===== config.mk =====
export PLATFORM = sky130hd
export DESIGN_NAME = piso_shift_tx_flat
export DESIGN_NICKNAME = d
export VERILOG_FILES = /design/src/rtl/piso_shift_tx_pkg.sv /design/src/rtl/piso_shift_tx_if.sv /design/src/rtl/piso_shift_tx_bit_counter.sv /design/src/rtl/piso_shift_tx.sv /design/src/flat_wrapper.sv
export SDC_FILE = /design/constraint.sdc
export NUM_CORES = 1
export LEC_CHECK = 0
export ABC_CLOCK_PERIOD_IN_PS = 5030
export BUFFER_PORTS_ARGS = -buffer_cell sky130_fd_sc_hd__buf_2
export CAP_MARGIN = 20
export CORE_AREA = 2 2 39 41
export DETAILED_ROUTE_END_ITERATION = 12
export DIE_AREA = 0 0 41 43
export PLACE_DENSITY = 0.55
export SLEW_MARGIN = 15
export SYNTH_ARGS = -nofsm -noshare
export SYNTH_HDL_FRONTEND = slang
export SYNTH_SLANG_ARGS = --single-unit
export TNS_END_PERCENT = 10

===== constraint.sdc =====
create_clock -name clk -period 5.03 [get_ports clk]
set_clock_uncertainty 0.2 [all_clocks]
set_input_delay 1.006 -clock clk [delete_from_list [all_inputs] [get_ports clk]]
set_output_delay 1.006 -clock clk [all_outputs]
set_load 0.005 [all_outputs]

===== src/rtl/piso_shift_tx_pkg.sv =====
// Shared definitions for the serial shift link: FSM state encoding and the
// bit-counter width helper used by the transmitter and the receiver bench.
package piso_shift_tx_pkg;

  typedef enum logic {
    ST_IDLE  = 1'b0,
    ST_SHIFT = 1'b1
  } tx_state_e;

  // Counter must hold WIDTH-1; clamp so a 1-bit word still gets a 1-bit counter.
  function automatic int cnt_w(input int width);
    return (width < 2) ? 1 : $clog2(width);
  endfunction

endpackage


===== src/rtl/piso_shift_tx_if.sv =====
// Parallel load handshake plus serial output bundle for piso_shift_tx.
interface piso_shift_tx_if #(
  parameter int WIDTH = 4
);
  logic             en;
  logic             load_valid;
  logic [WIDTH-1:0] load_data;
  logic             load_ready;
  logic             sout;
  logic             sout_valid;
  logic             last;
  logic             busy;

  modport master (
    output en, load_valid, load_data,
    input  load_ready, sout, sout_valid, last, busy
  );

  modport slave (
    input  en, load_valid, load_data,
    output load_ready, sout, sout_valid, last, busy
  );
endinterface


===== src/rtl/piso_shift_tx_bit_counter.sv =====
// Loadable down-counter with enable and zero flag; tracks bits left in a word.
module tx_bit_counter #(
  parameter int CNT_W = 2
) (
  input  logic             clk,
  input  logic             rst,
  input  logic             load,
  input  logic [CNT_W-1:0] load_value,
  input  logic             dec,
  output logic [CNT_W-1:0] count,
  output logic             zero
);

  assign zero = (count == '0);

  // NOTE: sequential state is always updated with non-blocking assignments so
  // every flop samples pre-edge values regardless of statement order.
  always_ff @(posedge clk or negedge rst) begin
    if (!rst) begin
      count <= '0;
    end else if (load) begin
      count <= load_value;
    end else if (dec && !zero) begin
      count <= count - 1'b1;
    end
  end

endmodule


===== src/rtl/piso_shift_tx.sv =====
// Parallel-in serial-out transmitter: accepts a word on valid/ready and shifts
// it out one bit per enabled clock, with registered sout/sout_valid/last.
module piso_shift_tx
  import piso_shift_tx_pkg::*;
#(
  parameter int   WIDTH      = 4,
  parameter bit   MSB_FIRST  = 1'b1,
  parameter logic IDLE_LEVEL = 1'b0
) (
  input  logic            clk,
  input  logic            rst,
  piso_shift_tx_if.slave  tx
);

  localparam int               CNT_W    = cnt_w(WIDTH);
  localparam logic [CNT_W-1:0] CNT_INIT = CNT_W'(WIDTH - 1);
  localparam logic [CNT_W-1:0] CNT_ONE  = CNT_W'(1);

  tx_state_e        state;
  logic [WIDTH-1:0] shreg;
  logic             sout_q;
  logic             sout_valid_q;
  logic             last_q;

  logic [CNT_W-1:0] count;
  logic             cnt_zero;
  logic             load_ready;
  logic             handshake;
  logic             shift_en;

  logic             first_bit;
  logic             next_bit;
  logic [WIDTH-1:0] shreg_shifted;

  // Ready during the last enabled bit so a follow-on word streams without a gap.
  assign load_ready = (state == ST_IDLE) || ((state == ST_SHIFT) && last_q && tx.en);
  assign handshake  = tx.load_valid && load_ready;
  assign shift_en   = (state == ST_SHIFT) && tx.en;

  // NOTE: every always_comb output gets a default first, so no path can
  // leave it unassigned and infer a latch.
  always_comb begin
    first_bit     = 1'b0;
    next_bit      = 1'b0;
    shreg_shifted = shreg;
    if (MSB_FIRST) begin
      first_bit     = tx.load_data[WIDTH-1];
      next_bit      = shreg[WIDTH-2];
      shreg_shifted = shreg << 1;
    end else begin
      first_bit     = tx.load_data[0];
      next_bit      = shreg[1];
      shreg_shifted = shreg >> 1;
    end
  end

  tx_bit_counter #(
    .CNT_W (CNT_W)
  ) u_bit_counter (
    .clk        (clk),
    .rst        (rst),
    .load       (handshake),
    .load_value (CNT_INIT),
    .dec        (shift_en),
    .count      (count),
    .zero       (cnt_zero)
  );

  // sout is always the bit at the head of shreg; loading presents the word's
  // first bit immediately, each shift presents the one behind it.
  always_ff @(posedge clk or negedge rst) begin
    if (!rst) begin
      state        <= ST_IDLE;
      shreg        <= '0;
      sout_q       <= IDLE_LEVEL;
      sout_valid_q <= 1'b0;
      last_q       <= 1'b0;
    end else if (handshake) begin
      state        <= ST_SHIFT;
      shreg        <= tx.load_data;
      sout_q       <= first_bit;
      sout_valid_q <= 1'b1;
      last_q       <= 1'b0;
    end else if (shift_en) begin
      if (cnt_zero) begin
        state        <= ST_IDLE;
        sout_q       <= IDLE_LEVEL;
        sout_valid_q <= 1'b0;
        last_q       <= 1'b0;
      end else begin
        shreg  <= shreg_shifted;
        sout_q <= next_bit;
        last_q <= (count == CNT_ONE);
      end
    end
  end

  assign tx.load_ready = load_ready;
  assign tx.sout       = sout_q;
  assign tx.sout_valid = sout_valid_q;
  assign tx.last       = last_q;
  assign tx.busy       = (state == ST_SHIFT);

endmodule


===== src/flat_wrapper.sv =====
// flat-port wrapper written by rule: the top's interface ports become plain ports
module piso_shift_tx_flat import piso_shift_tx_pkg::*;
#(
  parameter int   WIDTH      = 4,
  parameter bit   MSB_FIRST  = 1'b1,
  parameter logic IDLE_LEVEL = 1'b0
)
  (clk, rst, tx_en, tx_load_valid, tx_load_data, tx_load_ready, tx_sout, tx_sout_valid, tx_last, tx_busy);
  piso_shift_tx_if #(.WIDTH(WIDTH)) tx_i ();
  input  logic clk;
  input  logic rst;
  input wire logic [$bits(tx_i.en)-1:0] tx_en;
  input wire logic [$bits(tx_i.load_valid)-1:0] tx_load_valid;
  input wire logic [$bits(tx_i.load_data)-1:0] tx_load_data;
  output wire logic [$bits(tx_i.load_ready)-1:0] tx_load_ready;
  output wire logic [$bits(tx_i.sout)-1:0] tx_sout;
  output wire logic [$bits(tx_i.sout_valid)-1:0] tx_sout_valid;
  output wire logic [$bits(tx_i.last)-1:0] tx_last;
  output wire logic [$bits(tx_i.busy)-1:0] tx_busy;
  assign tx_i.en = tx_en;
  assign tx_i.load_valid = tx_load_valid;
  assign tx_i.load_data = tx_load_data;
  assign tx_load_ready = tx_i.load_ready;
  assign tx_sout = tx_i.sout;
  assign tx_sout_valid = tx_i.sout_valid;
  assign tx_last = tx_i.last;
  assign tx_busy = tx_i.busy;
  piso_shift_tx #(.WIDTH(WIDTH), .MSB_FIRST(MSB_FIRST), .IDLE_LEVEL(IDLE_LEVEL)) u_core (.clk(clk), .rst(rst), .tx(tx_i));
endmodule

==> results.py, run 1 <==
metrics = {
    "die": {
        "num_rows": 14,
        "fp.dieW_um": 41,
        "io_pins": 13,
        "initial_core_util": 0.316,
        "die_area_mm2": 0.00176,
        "core_mm2": 0.00138,
        "dieHeight_um": 43,
    },
    "synth": {
        "avgSynthCellArea_um2": 11.8,
        "ys_warn_count": 0,
        "netlist_top_cells_area": "dfrtp_1 46%, mux2_4 14%, mux2i_1 6.9%",
        "synth_top_area_cell": "dfrtp_1",
        "synth.distinct_cells": 14,
        "synthCells": 37,
        "synth_top_cell_area_share": 0.458,
        "syn_nets": 47,
        "yosysSeqAreaShare": 0.458,
        "synth-seq-cells": 8,
        "netlist_area_um2": 437,
    },
    "power": {
        "ir_drop_uv": 184,
        "finalPower_uw": 310,
        "p_int_uw": 207,
        "p_leak_nw": 0.309,
        "power_frac_seq": 0.376,
        "p_per_area_mw_per_mm2": 583,
        "combPwrFrac": 0.464,
        "power.share.clock": 0.160,
        "p_sw_uw": 103,
        "swShare": 0.332,
    },
    "setup_path": {
        "crit_chain": "buf_2, a21bo_2, buf_2",
        "cp.arrival_ns": 1.49,
        "cp_max_fo": 5,
        "worstSetupStartpointType": "input port",
        "r2r_slack_ns": 3.29,
        "endpoint_kind": "output pin",
        "cpMostUsedCell": "buf_2",
        "crit_required_ns": 3.82,
        "crit_slowest_cell": "a21bo_2",
        "crit_family": "buffers and inverters",
        "path_class": "in -> out",
        "slowest_delay_ns": 0.22,
        "cp_num_buf_inv": 2,
    },
    "clock_network": {
        "clockRootBuffer": "clkbuf_4",
        "post_cts_resized": 0,
        "cts.htree.levels": 1,
        "clock_sinks": 8,
        "cts_tree": "built",
        "clockBufferDepth": 2,
        "cts.hold.buffers_added": 0,
        "cts_buffers": 3,
        "clk_latency_ns": 0.25,
        "path_clk_slew_ns": 0.06,
        "cts_setup_buffers": 0,
    },
    "drt": {
        "via_count": 295,
        "first_pass_iters": 2,
        "vias_per_cell": 4.40,
        "dr.first_iter.drc_count": 5,
        "routed_wirelength_um": 730,
        "drc_errors": 0,
        "ant_nets": 0,
        "post_drt_wl_per_cell_um": 10.9,
    },
    "sta": {
        "final_hold_viol_count": 0,
        "period_needed_ns": 2.69,
        "setup_viol": 0,
        "tightestPinTransition_ns": 0.219,
        "finalSetupTns_ns": 0,
        "max_freq_mhz": 371,
        "drv_slew": 0,
        "rsz0062_at_grt": "false",
        "finalCritPeriodShare": 0.535,
        "relSlewSlack": 0.854,
    },
    "final_layout": {
        "multi_input_area_um2": 214,
        "area_growth_pct": 21.8,
        "fill_cells": 147,
        "area.sequential_um2": 200,
        "diodes": 0,
        "fin_util": 0.384,
        "drive_gt1_frac": 0.431,
        "finalNetCount": 63,
    },
    "grt": {
        "grt_pass1_wl_um": 1080,
        "gr-total-overflow": 0,
        "grtUsageTotal": 0.0938,
        "first_global_vias": 252,
        "antenna_found_initial": 0,
        "grt_max_degree": 9,
    },
    "place": {
        "numPortBuffers": 12,
        "dp_hpwl_um": 547,
        "routabilityCongestion": 0.732,
    },
    "min_path": {
        "hp-class": "reg -> reg",
    },
    "job": {
        "maxCapViolCount": 0,
    },
    "status": {
        "status": "complete, no violations",
    },
}
power by group through the flow:
stage	clock network, mW	logic [mW]	registers (mW)
finish	0.0496	0.144	0.117
global route	0.0553	0.161	0.121
CTS	0.0519	0.146	0.118
detailed placement	0	0.145	0.119
global placement	0	0.145	0.118
floorplan	0	0.112	0.116
per-layer routing:
| metal | track usage | vias up | part of all wire |
|---|---|---|---|
| met2 | 0.116 | 8 | 0.42 |
| met4 | 0.0400 | 0 | 0 |
| met3 | 0.0471 | 0 | 0.051 |
| met1 | 0.134 | 136 | 0.53 |
| li1 | - | 151 | - |
| met5 | 0 | - | 0 |
state kept, by name (all words and copies together), names as in the netlist:
register and count:
u_core.u_bit_counter.count 2, u_core.tx.busy 1, u_core.shreg 3, u_core.tx.sout 1, u_core.tx.last 1
placed cells by master (no fill, tap or decap), drive strengths merged:
cell	instances
ha	2
and4b	1
a21oi	2
inv	4
nand2	8
buf	12
xnor2	1
mux2i	3
nand3b	1
dfrtp	8
o211ai	1
a21bo	1
clkbuf	3
mux2	4
area by class of cell:
| type | instances | share of cell area |
|---|---|---|
| multi-input combinational | 24 | 0.402 |
| sequential | 8 | 0.376 |
| timing repair buffer | 12 | 0.113 |
| clock buffer | 3 | 0.0424 |
| tap | 16 | 0.0376 |
| inverter | 4 | 0.0282 |
metrics by stage:
step	setup WS (ns)	cells	instance area [um^2]	hold WS (ns)
floorplan	2.62	37	437	0.278
global placement	2.34	64	509	0.296
detailed placement	2.34	64	509	0.308
CTS	2.34	67	532	0.323
global route	2.32	67	532	0.340
finish	2.34	67	532	0.325
synthesized netlist by cell type:
cell,number
a21bo_2,1
a21oi_1,2
and4b_1,1
buf_4,1
dfrtp_1,8
ha_1,2
inv_1,4
mux2_4,4
mux2i_1,3
nand2_1,7
nand2_2,1
nand3b_4,1
o211ai_1,1
xnor2_1,1
cells by family after synthesis:
family / count (synthesis) / share of synthesized area
mux: 7 / 0.206
compound gates: 4 / 0.0630
buf+inv: 5 / 0.0516
simple gates: 10 / 0.143
flops: 8 / 0.458
fa+ha+maj: 2 / 0.0573
xor+xnor: 1 / 0.0201
tightest hold or removal path, delay by kind of cell, from the launching register on:
| family | cells | cell delay (ns) |
|---|---|---|
| flip-flops | 1 | 0.37 |
| multiplexers | 1 | 0.06 |
| AND/OR/NAND/NOR | 1 | 0.06 |
worst paths after layout:
check	start	end	cells past startpoint
max	tx_en	tx_load_ready	3
min	u_core.shreg[0]	u_core.shreg[0]	2
max reg2reg	u_core.u_bit_counter.count[0]	u_core.shreg[1]	5
min reg2reg	u_core.shreg[0]	u_core.shreg[0]	2
max in group asynchronous	rst	u_core.shreg[2]	1
min in group asynchronous	rst	u_core.tx.last	1
(Power assumes the default switching activity.)
==> inputs of run 2 (changes only) <==
--- a/config.mk
+++ b/config.mk
@@ -5,13 +5,13 @@
 export SDC_FILE = /design/constraint.sdc
 export NUM_CORES = 1
 export LEC_CHECK = 0
-export ABC_CLOCK_PERIOD_IN_PS = 5030
+export ABC_CLOCK_PERIOD_IN_PS = 2450
 export BUFFER_PORTS_ARGS = -buffer_cell sky130_fd_sc_hd__buf_2
 export CAP_MARGIN = 20
 export CORE_AREA = 2 2 39 41
 export DETAILED_ROUTE_END_ITERATION = 12
 export DIE_AREA = 0 0 41 43
-export PLACE_DENSITY = 0.55
+export PLACE_DENSITY = 0.57
 export SLEW_MARGIN = 15
 export SYNTH_ARGS = -nofsm -noshare
 export SYNTH_HDL_FRONTEND = slang
==> constraint.sdc (replaced) <==
create_clock -name clk -period 2.45 [get_ports clk]
set_clock_uncertainty 0.2 [all_clocks]
set_input_delay 0.49 -clock clk [delete_from_list [all_inputs] [get_ports clk]]
set_output_delay 0.49 -clock clk [all_outputs]
set_load 0.005 [all_outputs]
==> run 2 against run 1 <==
Power increased by 110%. Die area unchanged. Final cell count rose by 1.5%. Utilization is 0.72 points higher. Worst hold slack worse by 0.086 ns. Critical path depth down 1. Setup slack lost 1.7 ns. Global-route usage up 1.1 points. Count of clock-buffer cells in the layout unchanged. Critical path type is now reg -> out. Highest routed layer is now met4.
==> results.py, run 2 (same netlist as run 1, synthesis figures left out) <==
metrics = {
    "clock_network": {
        "cts_tree": "built",
        "cts_buffers": 3,
        "path_clk_slew_ns": 0.05,
        "clock_sinks": 8,
        "post_cts_resized": 0,
        "cts.htree.levels": 1,
        "clockBufferDepth": 2,
        "clockRootBuffer": "clkbuf_4",
        "clk_latency_ns": 0.25,
    },
    "setup_path": {
        "cp_max_fo": 7,
        "worstSetupStartpointType": "flip-flop",
        "crit_required_ns": 1.76,
        "r2r_cells": 5,
        "path_class": "reg -> out",
        "endpoint_kind": "output pin",
        "cp.arrival_ns": 1.11,
    },
    "power": {
        "power.share.clock": 0.155,
        "swShare": 0.329,
        "p_leak_nw": 0.313,
        "combPwrFrac": 0.465,
        "power_frac_seq": 0.381,
        "p_per_area_mw_per_mm2": 1170,
        "p_sw_uw": 209,
        "p_int_uw": 426,
        "ir_drop_uv": 390,
    },
    "sta": {
        "period_needed_ns": 1.80,
        "max_freq_mhz": 555,
        "finalSetupTns_ns": 0,
        "setup_viol": 0,
        "final_hold_viol_count": 0,
        "setup_slack_ns": 0.647,
        "tightestPinTransition_ns": 0.229,
        "drv_slew": 0,
        "rsz0062_at_grt": "false",
        "finalCritPeriodShare": 0.736,
        "relSlewSlack": 0.848,
    },
    "min_path": {
        "min_path_cells": 2,
        "hp-class": "in -> reg",
    },
    "grt": {
        "top_usage_layer": "met2",
        "grt_use_met1": 0.128,
        "antenna_found_initial": 0,
        "gr-total-overflow": 0,
        "grt_max_degree": 9,
        "grt_pass1_wl_um": 1210,
        "grtUsageTotal": 0.105,
        "grt_use_met2": 0.147,
        "first_global_vias": 296,
        "met3_usage": 0.0471,
    },
    "final_layout": {
        "largest_register": "u_core.shreg",
        "finalNetCount": 64,
        "diodes": 0,
        "final_cell_mix": "12 x buf_2, 8 x dfrtp_1, 7 x nand2_1",
        "fill_cells": 139,
        "area_growth_pct": 24.1,
        "largest_reg_flops": 3,
        "reg_top3": "u_core.shreg (3), u_core.u_bit_counter.count (2)",
        "drive_gt1_frac": 0.423,
        "final_common_cell": "buf_2",
    },
    "die": {
        "io_pins": 13,
        "initial_core_util": 0.316,
        "fp.dieW_um": 41,
        "num_rows": 14,
        "dieHeight_um": 43,
        "core_mm2": 0.00138,
        "die_area_mm2": 0.00176,
    },
    "drt": {
        "dr.first_iter.drc_count": 6,
        "vias_per_cell": 4.53,
        "via_count": 308,
        "first_pass_iters": 2,
        "routed_wirelength_um": 703,
        "post_drt_wl_per_cell_um": 10.3,
        "drc_errors": 0,
        "ant_nets": 0,
    },
    "place": {
        "routabilityCongestion": 0.622,
        "dp_hpwl_um": 549,
        "numPortBuffers": 12,
        "post-place-ws_ns": 0.724,
    },
    "job": {
        "maxCapViolCount": 0,
    },
    "status": {
        "status": "complete, no violations",
    },
}
## run 2: metrics by stage
step | util | hold slack, ns | instances | cell area (um^2) | power (mW)
2_1_floorplan | - | -0.00559 | 37 | 437 | 0.468
3_3_place_gp | 0.368 | 0.147 | 64 | 509 | 0.536
3_5_place_dp | 0.368 | 0.147 | 64 | 509 | 0.543
4_1_cts | 0.392 | 0.230 | 68 | 542 | 0.646
5_1_grt | 0.392 | 0.233 | 68 | 542 | 0.705
6_report | 0.392 | 0.239 | 68 | 542 | 0.636
## run 2: power by group through the flow
stage / clock network (mW) / logic, mW / registers [mW]
floorplan: 0 / 0.230 / 0.238
global placement: 0 / 0.292 / 0.244
detailed placement: 0 / 0.299 / 0.245
CTS: 0.104 / 0.300 / 0.242
global route: 0.115 / 0.338 / 0.252
finish: 0.0983 / 0.295 / 0.242
## run 2: repair_timing
action	4_1_cts	5_1_grt
buffers inserted	0	0
hold buffers	1	0
endpoints found under the hold margin	8	0
setup endpoints to repair	0	0
## run 2: per-layer routing
metal  wire [um]  vias to the layer above
met5           0                        -
met4           7                        0
met3          54                        2
met2         313                       14
met1         328                      137
li1            -                      155
## run 2: final cells by class
| cell class | instances | area [um^2] | area share |
|---|---|---|---|
| sequential | 8 | 200 | 0.370 |
| timing repair buffer | 13 | 70.1 | 0.129 |
| inverter | 4 | 15.0 | 0.0277 |
| clock buffer | 3 | 22.5 | 0.0416 |
| multi-input combinational | 24 | 214 | 0.395 |
| tap | 16 | 20.0 | 0.0370 |
## run 2: final timing paths
check	to	startpoint	slack (ns)
max	tx_load_ready	u_core.tx.busy	0.65
max reg2reg	u_core.shreg[2]	u_core.u_bit_counter.count[0]	0.73
min	u_core.tx.last	tx_load_valid	0.24
min reg2reg	u_core.shreg[0]	u_core.shreg[0]	0.33
min in group asynchronous	u_core.tx.busy	rst	0.41
max in group asynchronous	u_core.tx.last	rst	1.47
## run 2: worst max-delay path, stage by stage (launching register included)
cell and delay [ns]:
dfrtp_1 0.46, a21bo_2 0.28, buf_2 0.13
==> inputs of run 3 (changes only) <==
--- a/config.mk
+++ b/config.mk
@@ -5,7 +5,8 @@
 export SDC_FILE = /design/constraint.sdc
 export NUM_CORES = 1
 export LEC_CHECK = 0
-export ABC_CLOCK_PERIOD_IN_PS = 2450
+export ABC_AREA = 1
+export ABC_CLOCK_PERIOD_IN_PS = 1600
 export BUFFER_PORTS_ARGS = -buffer_cell sky130_fd_sc_hd__buf_2
 export CAP_MARGIN = 20
 export CORE_AREA = 2 2 39 41
==> constraint.sdc (replaced) <==
create_clock -name clk -period 1.6 [get_ports clk]
set_clock_uncertainty 0.2 [all_clocks]
set_input_delay 0.32 -clock clk [delete_from_list [all_inputs] [get_ports clk]]
set_output_delay 0.32 -clock clk [all_outputs]
set_load 0.005 [all_outputs]
==> run 3 against run 2 <==
Die area is the same. Clock power grew 55%. Setup slack lost 0.52 ns. Non-clock buffer count is the same. Combinational power grew 42%. Routed wire length grew 17%. Power grew 47%. Synthesized area is the same. Utilization is the same. Sequential share of layout area is the same.
==> results.py, run 3 <==
metrics = {
    "place": {
        "routabilityCongestion": 0.781,
        "numPortBuffers": 12,
        "placed_area_um2": 509,
        "dp_hpwl_um": 643,
    },
    "final_layout": {
        "final_cell_mix": "22 x nand2_1, 12 x buf_2, 8 x inv_1, 8 x dfrtp_1",
        "area_growth_pct": 24.1,
        "drive_gt1_frac": 0.274,
        "fin_area_um2": 542,
        "fill_cells": 150,
        "reg_top3": "u_core.shreg (3), u_core.u_bit_counter.count (2)",
        "largest_reg_flops": 3,
        "finalNetCount": 85,
        "largest_register": "u_core.shreg",
        "diodes": 0,
        "final_common_cell": "nand2_1",
    },
    "setup_path": {
        "slowest_delay_ns": 0.45,
        "path_class": "reg -> out",
        "crit_required_ns": 1.08,
        "worstSetupStartpointType": "flip-flop",
        "cp_max_fo": 7,
        "r2r_slack_ns": 0.22,
        "crit_chain": "nand2_1, buf_2",
        "cp.arrival_ns": 0.95,
        "endpoint_kind": "output pin",
        "crit_slowest_cell": "dfrtp_1",
    },
    "sta": {
        "finalSetupTns_ns": 0,
        "finalCritPeriodShare": 0.918,
        "relSlewSlack": 0.748,
        "period_needed_ns": 1.47,
        "final_hold_viol_count": 0,
        "drv_slew": 0,
        "setup_viol": 0,
        "rsz0062_at_grt": "false",
        "tightestPinTransition_ns": 0.378,
        "max_freq_mhz": 681,
    },
    "synth": {
        "synth_top_cell_area_share": 0.458,
        "yosysSeqAreaShare": 0.458,
        "synth_edf_count": 0,
        "synth_commonest_cells": "22 x nand2_1, 8 x dfrtp_1, 8 x inv_1",
        "avgSynthCellArea_um2": 7.53,
        "syn_nets": 68,
        "synth-seq-cells": 8,
        "synth_top_area_cell": "dfrtp_1",
        "synth.most_common_cell": "nand2_1",
        "synthArstFlopShare": 1.00,
        "ys_warn_count": 0,
        "synth.distinct_cells": 12,
        "synth-main-ff-cell": "dfrtp_1",
        "netlist_top_cells_area": "dfrtp_1 46%, nand2_1 19%, inv_1 6.9%",
        "netlist_area_um2": 437,
        "synthCells": 58,
    },
    "clock_network": {
        "cts.htree.levels": 1,
        "clockBufferDepth": 2,
        "cts_setup_buffers": 0,
        "path_clk_slew_ns": 0.05,
        "clockRootBuffer": "clkbuf_4",
        "cts_tree": "built",
        "clock_sinks": 8,
        "clk_latency_ns": 0.25,
        "cts_buffers": 3,
    },
    "grt": {
        "grt_max_degree": 9,
        "gr-total-overflow": 0,
        "antenna_found_initial": 0,
        "grt_pass1_wl_um": 1250,
        "first_global_vias": 337,
        "grtUsageTotal": 0.112,
    },
    "drt": {
        "routed_wirelength_um": 826,
        "post_drt_wl_per_cell_um": 9.28,
        "ant_nets": 0,
        "via_count": 398,
        "vias_per_cell": 4.47,
        "first_pass_iters": 4,
        "dr.first_iter.drc_count": 12,
        "drc_errors": 0,
    },
    "die": {
        "dieHeight_um": 43,
        "initial_core_util": 0.316,
        "num_rows": 14,
        "io_pins": 13,
        "core_mm2": 0.00138,
        "fp.dieW_um": 41,
        "die_area_mm2": 0.00176,
    },
    "min_path": {
        "hp-class": "in -> reg",
    },
    "power": {
        "p_per_area_mw_per_mm2": 1730,
        "ir_drop_uv": 529,
        "p_leak_nw": 0.318,
    },
    "status": {
        "status": "complete, no violations",
    },
    "job": {
        "maxCapViolCount": 0,
    },
}
==> run 3: changes by cell type after synthesis, sizes merged, moves of 2 or more <==
| cell | previous run | this run |
|---|---|---|
| a21oi | 2 | 0 |
| mux2 | 4 | 0 |
| mux2i | 3 | 0 |
| nand2 | 8 | 25 |
| o21ai | 0 | 3 |
| nand3 | 0 | 4 |
| inv | 4 | 9 |
| nor2 | 0 | 5 |
==> run 3: through the flow <==
stage / util / cells / hold slack, ns / worst slack [ns] / power (mW)
2_1_floorplan: - / 58 / -0.176 / 0.307 / 0.668
3_3_place_gp: 0.368 / 85 / -0.0235 / 0.255 / 0.782
3_5_place_dp: 0.368 / 85 / -0.0227 / 0.220 / 0.791
4_1_cts: 0.392 / 89 / 0.0774 / 0.121 / 0.951
5_1_grt: 0.392 / 89 / 0.112 / 0.0516 / 1.03
6_report: 0.392 / 89 / 0.0796 / 0.132 / 0.935
==> run 3: logic make-up (layout without fill, tap and decap cells) <==
group | count (synthesis) | after routing | share of synthesized area
buffers and inverters | 10 | 25 | 0.0946
and+or+nand+nor | 34 | 34 | 0.338
AOI/OAI and AO/OA | 4 | 4 | 0.0516
adders and majority gates | 2 | 2 | 0.0573
DFF | 8 | 8 | 0.458
==> run 3: final timing paths <==
path / end / cells past startpoint / startpoint
setup / recovery: tx_load_ready / 2 / u_core.tx.busy
hold / removal: u_core.tx.sout / 3 / tx_load_data[3]
setup reg to reg: u_core.shreg[2] / 7 / u_core.u_bit_counter.count[0]
hold reg to reg: u_core.shreg[1] / 2 / u_core.shreg[1]
max in group asynchronous: u_core.tx.last / 2 / rst
min in group asynchronous: u_core.shreg[2] / 2 / rst
==> run 3: final cells by class <==
class	instances	area (um^2)	share of cell area
sequential	8	200	0.370
multi-input combinational	40	195	0.360
timing repair buffer	13	70.1	0.129
inverter	9	33.8	0.0624
clock buffer	3	22.5	0.0416
tap	16	20.0	0.0370
==> run 3: critical path: cells and delay by family, from the launching register on <==
kind,cells,cell delay (ns)
buffers and inverters,1,0.13
and+or+nand+nor,1,0.11
DFF,1,0.45
==> run 3: per-layer routing <==
| layer | part of all wire | vias up | track usage |
|---|---|---|---|
| met2 | 0.43 | 18 | 0.156 |
| met3 | 0.082 | 5 | 0.0314 |
| met4 | 0.040 | 0 | 0.100 |
| li1 | - | 205 | - |
| met5 | 0 | - | 0 |
| met1 | 0.44 | 170 | 0.132 |
==> run 3: what timing repair did <==
item	in CTS	in global routing
resized for setup	0	0
endpoints found under the hold margin	8	0
hold buffers	1	0
setup endpoints to repair	0	0
==> run 3: power by group <==
group	internal, mW	switching, mW	total, mW
registers	0.300	0.0646	0.364
logic	0.173	0.246	0.418
clock network	0.0857	0.0667	0.152
total	0.558	0.377	0.935
